**src/rtl/cap_pkg.sv**
```systemverilog
// Shared constants for the capture scheduler: FSM encoding, id width and capture timing limits.
package cap_pkg;

    localparam int unsigned ST_W = 2;

    localparam logic [ST_W-1:0] ST_IDLE    = 2'd0;
    localparam logic [ST_W-1:0] ST_SETUP   = 2'd1;
    localparam logic [ST_W-1:0] ST_CAPTURE = 2'd2;
    localparam logic [ST_W-1:0] ST_HOLD    = 2'd3;

    localparam int unsigned GID_W = 3;

    // Timing-check limits on the shared capture register
    localparam int unsigned SETUP_LIMIT = 10;
    localparam int unsigned HOLD_LIMIT  = 10;

endpackage

```
**src/rtl/capture_scheduler_if.sv**
```systemverilog
// Requester/capture bus of the capture scheduler; slave side is the scheduler itself.
interface capture_scheduler_if #(
    parameter int unsigned NREQ = 4,
    parameter int unsigned W    = 8
);
    logic [NREQ-1:0]   req;
    logic [NREQ*W-1:0] data_in;
    logic [NREQ-1:0]   ack;
    logic [2:0]        grant_id;
    logic              busy;
    logic              cap_en;
    logic [W-1:0]      cap_data;
    logic [W-1:0]      out;
    logic              out_valid;

    modport master (
        output req, data_in,
        input  ack, grant_id, busy, cap_en, cap_data, out, out_valid
    );

    modport slave (
        input  req, data_in,
        output ack, grant_id, busy, cap_en, cap_data, out, out_valid
    );
endinterface

```
**src/rtl/cap_reg.sv**
```systemverilog
// Shared W-bit capture register with enable and async active-low reset.
// Optional setup/hold timing checks are compiled in with CAP_TIMING_CHECK_EN.
module cap_reg #(
    parameter int unsigned W = 8
) (
    input  logic         ck,
    input  logic         rst_n,
    input  logic         cap_en,
    input  logic [W-1:0] cap_data,
    output logic [W-1:0] q
);

    always_ff @(posedge ck or negedge rst_n) begin
        if (!rst_n) begin
            q <= '0;
        end else if (cap_en) begin
            q <= cap_data;
        end
    end

`ifdef CAP_TIMING_CHECK_EN
    import cap_pkg::*;

    specify
        $setup(cap_data, posedge ck &&& cap_en, SETUP_LIMIT);
        $hold(posedge ck &&& cap_en, cap_data, HOLD_LIMIT);
    endspecify
`else
`endif

endmodule

```
**src/rtl/capture_scheduler.sv**
```systemverilog
// Round-robin capture scheduler: IDLE->SETUP->CAPTURE->HOLD sequencing into one shared register.
// CAP_TIMING_CHECK_EN enables timing checks inside cap_reg; cycle behaviour is unchanged.
module capture_scheduler
    import cap_pkg::*;
#(
    parameter int unsigned NREQ = 4,
    parameter int unsigned W    = 8
) (
    input  logic               ck,
    input  logic               rst_n,
    capture_scheduler_if.slave bus
);

    localparam int unsigned PW = $clog2(NREQ);

    logic [ST_W-1:0]  state, state_d;
    logic [PW-1:0]    ptr, ptr_d;
    logic [GID_W-1:0] grant, grant_d;
    logic [W-1:0]     cap_data, cap_data_d;
    logic             cap_en, cap_en_d;
    logic [NREQ-1:0]  ack, ack_d;
    logic             out_valid, out_valid_d;
    logic             busy, busy_d;
    logic [W-1:0]     out_q;

    logic [NREQ-1:0]  rot_c;
    logic [PW-1:0]    off_c;
    logic [PW:0]      sum_c;
    logic [PW-1:0]    win_c;
    logic             found_c;
    logic [W-1:0]     sel_c;

    // Round-robin search starting at ptr, the requester after the last winner
    always_comb begin
        rot_c   = NREQ'({bus.req, bus.req} >> ptr);
        found_c = 1'b0;
        off_c   = '0;
        for (int i = 0; i < NREQ; i++) begin
            if (!found_c && rot_c[i]) begin
                found_c = 1'b1;
                off_c   = PW'(i);
            end
        end
        sum_c = (PW+1)'(ptr) + (PW+1)'(off_c);
        if (sum_c >= (PW+1)'(NREQ)) begin
            sum_c = sum_c - (PW+1)'(NREQ);
        end
        win_c = PW'(sum_c);
    end

    always_comb begin
        sel_c = '0;
        for (int i = 0; i < NREQ; i++) begin
            if (PW'(i) == win_c) begin
                sel_c = bus.data_in[i*W +: W];
            end
        end
    end

    // Next state and next registered outputs
    always_comb begin
        state_d     = state;
        ptr_d       = ptr;
        grant_d     = grant;
        cap_data_d  = cap_data;
        cap_en_d    = 1'b0;
        ack_d       = '0;
        out_valid_d = 1'b0;

        case (state)
            ST_IDLE: begin
                if (found_c) begin
                    state_d    = ST_SETUP;
                    cap_data_d = sel_c;
                    grant_d    = GID_W'(win_c);
                    ptr_d      = (win_c == PW'(NREQ - 1)) ? '0 : win_c + PW'(1);
                end
            end
            ST_SETUP: begin
                state_d  = ST_CAPTURE;
                cap_en_d = 1'b1;
            end
            ST_CAPTURE: begin
                state_d     = ST_HOLD;
                ack_d       = NREQ'(1) << grant;
                out_valid_d = 1'b1;
            end
            ST_HOLD: begin
                state_d = ST_IDLE;
            end
            default: begin
                state_d = ST_IDLE;
            end
        endcase

        busy_d = (state_d != ST_IDLE);
    end

    always_ff @(posedge ck or negedge rst_n) begin
        if (!rst_n) begin
            state     <= ST_IDLE;
            ptr       <= '0;
            grant     <= '0;
            cap_data  <= '0;
            cap_en    <= 1'b0;
            ack       <= '0;
            out_valid <= 1'b0;
            busy      <= 1'b0;
        end else begin
            state     <= state_d;
            ptr       <= ptr_d;
            grant     <= grant_d;
            cap_data  <= cap_data_d;
            cap_en    <= cap_en_d;
            ack       <= ack_d;
            out_valid <= out_valid_d;
            busy      <= busy_d;
        end
    end

    cap_reg #(.W(W)) u_cap_reg (
        .ck       (ck),
        .rst_n    (rst_n),
        .cap_en   (cap_en),
        .cap_data (cap_data),
        .q        (out_q)
    );

    assign bus.ack       = ack;
    assign bus.grant_id  = grant;
    assign bus.busy      = busy;
    assign bus.cap_en    = cap_en;
    assign bus.cap_data  = cap_data;
    assign bus.out       = out_q;
    assign bus.out_valid = out_valid;

endmodule

```
**src/flat_wrapper.sv**
```systemverilog
// flat-port wrapper written by rule: the top's interface ports become plain ports
module capture_scheduler_flat import cap_pkg::*;
#(
    parameter int unsigned NREQ = 4,
    parameter int unsigned W    = 8
)
  (ck, rst_n, bus_req, bus_data_in, bus_ack, bus_grant_id, bus_busy, bus_cap_en, bus_cap_data, bus_out, bus_out_valid);
  capture_scheduler_if #(.NREQ(NREQ), .W(W)) bus_i ();
  input  logic ck;
  input  logic rst_n;
  input wire logic [$bits(bus_i.req)-1:0] bus_req;
  input wire logic [$bits(bus_i.data_in)-1:0] bus_data_in;
  output wire logic [$bits(bus_i.ack)-1:0] bus_ack;
  output wire logic [$bits(bus_i.grant_id)-1:0] bus_grant_id;
  output wire logic [$bits(bus_i.busy)-1:0] bus_busy;
  output wire logic [$bits(bus_i.cap_en)-1:0] bus_cap_en;
  output wire logic [$bits(bus_i.cap_data)-1:0] bus_cap_data;
  output wire logic [$bits(bus_i.out)-1:0] bus_out;
  output wire logic [$bits(bus_i.out_valid)-1:0] bus_out_valid;
  assign bus_i.req = bus_req;
  assign bus_i.data_in = bus_data_in;
  assign bus_ack = bus_i.ack;
  assign bus_grant_id = bus_i.grant_id;
  assign bus_busy = bus_i.busy;
  assign bus_cap_en = bus_i.cap_en;
  assign bus_cap_data = bus_i.cap_data;
  assign bus_out = bus_i.out;
  assign bus_out_valid = bus_i.out_valid;
  capture_scheduler #(.NREQ(NREQ), .W(W)) u_core (.ck(ck), .rst_n(rst_n), .bus(bus_i));
endmodule
```
**config.mk**
```make
export PLATFORM = sky130hd
export DESIGN_NAME = capture_scheduler_flat
export DESIGN_NICKNAME = d
export VERILOG_FILES = /design/src/rtl/cap_pkg.sv /design/src/rtl/capture_scheduler_if.sv /design/src/rtl/cap_reg.sv /design/src/rtl/capture_scheduler.sv /design/src/flat_wrapper.sv
export SDC_FILE = /design/constraint.sdc
export NUM_CORES = 1
export LEC_CHECK = 0
export BUFFER_PORTS_ARGS = -buffer_cell sky130_fd_sc_hd__buf_4
export CAP_MARGIN = 5
export CELL_PAD_IN_SITES_DETAIL_PLACEMENT = 0
export CELL_PAD_IN_SITES_GLOBAL_PLACEMENT = 2
export CORE_MARGIN = 1
export CORE_UTILIZATION = 26
export CTS_BUF_LIST = sky130_fd_sc_hd__clkbuf_8
export DETAILED_ROUTE_END_ITERATION = 16
export PLACE_DENSITY = 0.84
export SYNTH_ARGS = -nofsm -noshare
export SYNTH_HDL_FRONTEND = slang
export SYNTH_SLANG_ARGS = --single-unit
export TNS_END_PERCENT = 20
```
**constraint.sdc**
```tcl
create_clock -name ck -period 2.9 [get_ports ck]
set_clock_uncertainty 0.2 [all_clocks]
set_input_delay 0.29 -clock ck [delete_from_list [all_inputs] [get_ports ck]]
set_output_delay 0.29 -clock ck [all_outputs]
set_load 0.03 [all_outputs]
```
-- After elaboration in Yosys (flattened, before gate mapping)
Cells that the tools add are included.
- register bits after elaboration: 29
- bits of input ports: 38
- output and inout bits: 26
- word-level logic and storage cells: 50
- add/subtract/negate cells: 3
- magnitude comparators: 1
- eq/ne operators: 7
- shift operators: 2
- muxes and demuxes: 18
- reductions and logical operators: 10
- operators with widths (kind ; number):
    $mux W8 ; 4
    $mux W2 ; 5
    $pmux W2 S4 ; 1
    $shr A8 B2 Y4 ; 1
    $mux W1 ; 7
    $eq A2 B2 Y1 const B ; 3
    $eq A2 B2 Y1 const A ; 2
    $logic_not A2 Y1 ; 2
    $mux W4 ; 1
    $shl A1 B2 Y4 const A ; 1
    $add A2 B2 Y3 ; 1
    $ge A3 B3 Y1 const B ; 1
    $logic_and A1 B1 Y1 ; 3
    $logic_not A1 Y1 ; 3
    $add A2 B1 Y2 const B ; 1
    $eq A1 B2 Y1 const A ; 1
    $eq A2 B1 Y1 const B ; 1
    $reduce_and A2 Y1 ; 1
    $reduce_bool A2 Y1 ; 1
    $sub A2 B1 Y2 const B ; 1

-- Logic depth before layout (Yosys ltp)
- word-level depth: 19
- depth in mapped cells: 15
- depth with buffers taken out: 13

-- Modules after synthesis
From an unflattened synthesis, not the netlist that was laid out.
- cell total of the unflattened synthesis: 163
- area, all modules: 1667.8 µm²
- modules (own cells, without submodules) (module ; times used ; cells each ; area an instance (µm²) ; seq. area each (µm²)):
    capture_scheduler ; 1 ; 146 ; 1336.3 ; 525.5
    cap_reg ; 1 ; 17 ; 331.6 ; 200.2

-- Worst setup path before layout
Ideal clock, no wire load.
- path type: reg-to-reg
- from: register u_core.ptr[0]
- to: register u_core.cap_data[2], in the netlist u_core.bus.cap_data[2]
- setup time: 0.083 ns
- arrival: 2.696 ns
- required time: 2.617 ns
- setup slack: -0.078 ns
- stages on the path, launching flop included: 16
- path buffers: 2
- period minus slack after synthesis: 2.978 ns
- cell sequence: dfrtp_1 > buf_2 > or2b_1 > o22ai_1 > o21ai_0 > o221ai_1 > ha_1 > xnor2_1 > a31oi_1 > or2_1 > ha_1 > buf_2 > and2b_1 > a221oi_1 > o31a_1 > o21ai_0
- cells in the longest elaborated chain, start to end: 19
- elaborated cells between the ends (all ways): 27
- classes of those cells: 2 x add/sub; 1 x order compare; 3 x eq/ne; 1 x shift; 12 x mux; 8 x reduce/logical
- ends and longest elaborated chain (what ; line ; RTL):
    from (decl) ; capture_scheduler.sv:17 ; logic [PW-1:0] ptr, ptr_d;
    from (signal assigned) ; capture_scheduler.sv:111 ; ptr <= ptr_d;
    $shr A8 B2 Y4 ; capture_scheduler.sv:35 ; rot_c = NREQ'({bus.req, bus.req} >> ptr);
    $mux W1 ; capture_scheduler.sv:39 ; if (!found_c && rot_c[i]) begin
    $logic_not A1 Y1 ; capture_scheduler.sv:39 ;
    $logic_and A1 B1 Y1 ; capture_scheduler.sv:39 ;
    $mux W1 ; capture_scheduler.sv:39 ;
    $logic_not A1 Y1 ; capture_scheduler.sv:39 ;
    $logic_and A1 B1 Y1 ; capture_scheduler.sv:39 ;
    $mux W1 ; capture_scheduler.sv:39 ;
    $logic_not A1 Y1 ; capture_scheduler.sv:39 ;
    $logic_and A1 B1 Y1 ; capture_scheduler.sv:39 ;
    $mux W2 ; capture_scheduler.sv:39 ;
    $add A2 B2 Y3 ; capture_scheduler.sv:44 ; sum_c = (PW+1)'(ptr) + (PW+1)'(off_c);
    $ge A3 B3 Y1 / $sub A2 B1 Y2 (equally long branches) ; capture_scheduler.sv:45, capture_scheduler.sv:46 ;
    $mux W2 ; capture_scheduler.sv:45 ; if (sum_c >= (PW+1)'(NREQ)) begin
    $logic_not A2 Y1 ; capture_scheduler.sv:54 ; if (PW'(i) == win_c) begin
    $mux W8 (4 in a row) ; capture_scheduler.sv:54 ;
    to (signal assigned) ; capture_scheduler.sv:113 ; cap_data <= cap_data_d;
    to (decl) ; capture_scheduler.sv:19 ; logic [W-1:0] cap_data, cap_data_d;
Several ways; a longest one is shown, not always the timed one.
A chain may end at the register's enable or synchronous reset.

-- Final worst setup path
- from: register u_core.ptr[0]
- to: register u_core.cap_data[1], in the netlist u_core.bus.cap_data[1]
Same word-level chain as after synthesis.

==> results.sh <==
export IMPL_status="finished clean"
export IMPL_ys_types=39
export IMPL_ir_drop_mv=0.5197
export IMPL_finalWirelength_um=3948
export IMPL_critPathMaxFanout=7
export IMPL_syn_to_final_growth_pct=53.01
export IMPL_nNetsFinal=279
export IMPL_die_h_um=79.99
export IMPL_tns_ps=0
export IMPL_timing_final_ws_setup_ps=60.18
export IMPL_synth_yosys_warnings=0
export IMPL_syn_inst=157
export IMPL_synth_area_sq_mm=0.001582
export IMPL_cts_htree_levels=2
export IMPL_clk_pin_slew_ps=70
export IMPL_drtPass1Iterations=4
export IMPL_syn_nets=204
export IMPL_hold_path_class="input port to flop"
export IMPL_cts_buffers=5
export IMPL_cts_tree="built"
export IMPL_layoutNonFillerInstCount=308
export IMPL_setup_violations_final=0
export IMPL_async_flop_share=1.000
export IMPL_drt_iter0_markers=50
export IMPL_coreArea_sq_mm=0.005886
export IMPL_cts_root_buf="clkbuf_8"
export IMPL_via_per_inst=4.516
export IMPL_ys_flop_type="dfrtp_1"
export IMPL_fin_crit_sh=0.9792
export IMPL_start_util=0.2687
export IMPL_cts_sinks=29
export IMPL_gp_congestion=0.7805
export IMPL_ant_nets=0
export IMPL_grt_max_degree=30
export IMPL_antenna_found_initial=0
export IMPL_hold_path_end="u_core.bus.cap_data[6]$_DFFE_PN0P_"
export IMPL_synthTopCellsByCount="dfrtp_1 (29), nand2_1 (23), nor2_1 (12), o21ai_0 (12)"
export IMPL_overflow=0
export IMPL_rr_worst_depth=13
export IMPL_dp_final_hpwl_um=3004
export IMPL_rows=28
export IMPL_synthTopCellsByArea="dfrtp_1 (46%), ha_1 (7.1%), mux2_2 (6.4%)"
export IMPL_slowest_stage="dfrtp_1"
export IMPL_leakage_nw=1.142
export IMPL_antenna_cells=0
export IMPL_path_cells="or2b_1, o22ai_2, o21ai_2, o221ai_2, ha_2, xnor2_2, a31oi_2, or2_1, ha_2, and2b_4, a221oi_2, o31a_1, o21ai_1"
export IMPL_finalHoldViolations=0
export IMPL_min_period_ps=2840
export IMPL_cp_required_ps=2910
export IMPL_syn_avg_cell_area_sq_um=10.07
export IMPL_ys_seq_area_frac=0.4589
export IMPL_die_area_sq_mm=0.006398
export IMPL_io_pin_count=64
export IMPL_yosys_register_bits=29
export IMPL_clockBufferDepth=2
export IMPL_crit_path_max_incr_delay_ps=420
export IMPL_numPortBuffers=62
export IMPL_drive_above_1_share=0.4979
export IMPL_num_vias=1391
export IMPL_critPathKind="flop to flop"
export IMPL_fillers=603
export IMPL_fmax_mhz=352.1
export IMPL_yosysMostFrequentCell="dfrtp_1"
export IMPL_hold_depth=3
export IMPL_synth_edff_count=0
export IMPL_cp_end_kind="flop"
export IMPL_worstReg2RegEnd="u_core.bus.cap_data[1]$_DFFE_PN0P_"
export IMPL_final_max_slew_viol_count=0
export IMPL_cpMostUsedCell="ha_2"
export IMPL_rsz0062_at_grt="true"
export IMPL_globalRouteTotalUtil=0.1287
export IMPL_dp_cells=299
export IMPL_place_ws_ps=-59.72
export IMPL_synth_top_area_frac=0.4589
export IMPL_start_kind="flop"
export IMPL_drc=0
export IMPL_grt_pass1_wl_um=6175
export IMPL_die_w_um=79.99
export IMPL_cap_violations=0
export IMPL_clock_latency_ps=290
export IMPL_hold_start="bus_data_in[30]"
export IMPL_reg2reg_slack_ps=60
export IMPL_worst_hold_slack_ps=98.06
export IMPL_synth_top_area_cell="dfrtp_1"
export IMPL_cp_arrival_ps=2850
export IMPL_powerDensity_mw_per_mm2=1351
export IMPL_grt_pass1_vias=1283
export IMPL_r2r_start="u_core.ptr[0]$_DFFE_PN0P_"
export IMPL_routedWlPerCell_um=12.82
==> critical path, delay by kind of cell (launching register included) <==
family / cells / cell delay [ps]
flip-flops: 1 / 420
adder cells (fa/ha/maj): 2 / 400
XOR/XNOR: 1 / 120
AND/OR/NAND/NOR: 3 / 840
AO/OA/AOI/OAI: 7 / 780
==> per-layer routing <==
metal / part of all wire / vias up / global-route usage
met5: 0 / - / 0
met4: 0.012 / 0 / 0.05357
met3: 0.042 / 5 / 0.02171
met2: 0.46 / 39 / 0.1855
met1: 0.48 / 641 / 0.1872
li1: - / 706 / -
==> where the power goes <==
| part | switching [mW] | leakage [nW] | internal [mW] | total, mW |
|---|---|---|---|---|
| sequential | 0.141 | 0.367 | 0.585 | 0.727 |
| clock | 0.155 | 0.0542 | 0.214 | 0.369 |
| combinational | 1.15 | 0.720 | 1.02 | 2.17 |
==> state kept, by name, indices dropped and copies added (netlist names) <==
register and cells:
u_core.bus.ack 4, u_core.bus.busy 1, u_core.bus.cap_data 8, u_core.bus.cap_en 1
u_core.bus.grant_id 2, u_core.bus.out_valid 1, u_core.ptr 2, u_core.state 2
u_core.u_cap_reg.q 8
==> cells in the final DEF, fill, tap and decap left out, types with 3 or more instances in the layout <==
cell / netlist / final
o21ai_1: 2 / 9
o21ai_0: 12 / 4
inv_1: 5 / 5
dfrtp_1: 29 / 29
nor3b_1: 3 / 3
clkbuf_8: 0 / 7
nor2b_1: 4 / 4
mux2_2: 9 / 9
ha_2: 0 / 3
a221oi_2: 0 / 5
ha_1: 9 / 6
o31a_1: 7 / 7
nor2_1: 12 / 12
buf_4: 1 / 76
nand2_1: 23 / 23
==> worst max path at each step <==
| stage | cells after the start | end | slack, ps | startpoint |
|---|---|---|---|---|
| CTS | 13 | u_core.bus.cap_data[1]$_DFFE_PN0P_ | -20 | u_core.ptr[0]$_DFFE_PN0P_ |
| global placement | 14 | u_core.bus.cap_data[0]$_DFFE_PN0P_ | -40 | bus_req[1] |
| floorplan | 15 | u_core.bus.cap_data[0]$_DFFE_PN0P_ | -30 | u_core.ptr[0]$_DFFE_PN0P_ |
| finish | 13 | u_core.bus.cap_data[1]$_DFFE_PN0P_ | 60 | u_core.ptr[0]$_DFFE_PN0P_ |
| global route | 13 | u_core.bus.cap_data[5]$_DFFE_PN0P_ | -100 | u_core.ptr[0]$_DFFE_PN0P_ |
| detailed placement | 14 | u_core.bus.cap_data[0]$_DFFE_PN0P_ | -60 | bus_req[1] |
==> kinds of logic (layout without fill, tap and decap cells) <==
group / Yosys count / after routing / synth area share
AOI/OAI and AO/OA: 37 / 37 / 0.1646
xor gates and xnor gates: 1 / 1 / 0.005539
adders and majority gates: 9 / 9 / 0.07120
buffers and inverters: 15 / 91 / 0.04984
DFF: 29 / 29 / 0.4589
muxes: 9 / 9 / 0.06408
other: 1 / 1 / 0.002371
and+or+nand+nor: 56 / 56 / 0.1835
==> metrics by stage <==
stage	util	power, mW	cell area, sq um
2_1_floorplan	-	2.041	1594
4_1_cts	0.3977	3.135	2341
6_report	0.4111	3.269	2420
3_3_place_gp	0.3754	2.697	2210
5_1_grt	0.4111	3.533	2420
3_5_place_dp	0.3754	2.697	2210
==> cell type report <==
class / count / area (sq um) / area share
Multi-Input combinational cell: 113 / 879.6 / 0.3635
Sequential cell: 29 / 725.7 / 0.2999
Timing Repair Buffer: 78 / 600.6 / 0.2482
Clock buffer: 7 / 96.34 / 0.03981
Tap cell: 75 / 93.84 / 0.03878
Inverter: 5 / 18.77 / 0.007756
Clock inverter: 1 / 5.005 / 0.002068
==> timing repair <==
action / CTS / global route
hold endpoints to repair: 29 / 0
buffers inserted: 0 / 0
gates resized for setup: 4 / 15
hold buffers: 1 / 0
setup endpoints to repair: 7 / 8
pin swaps: 2 / 4
(Power assumes the default switching activity.)
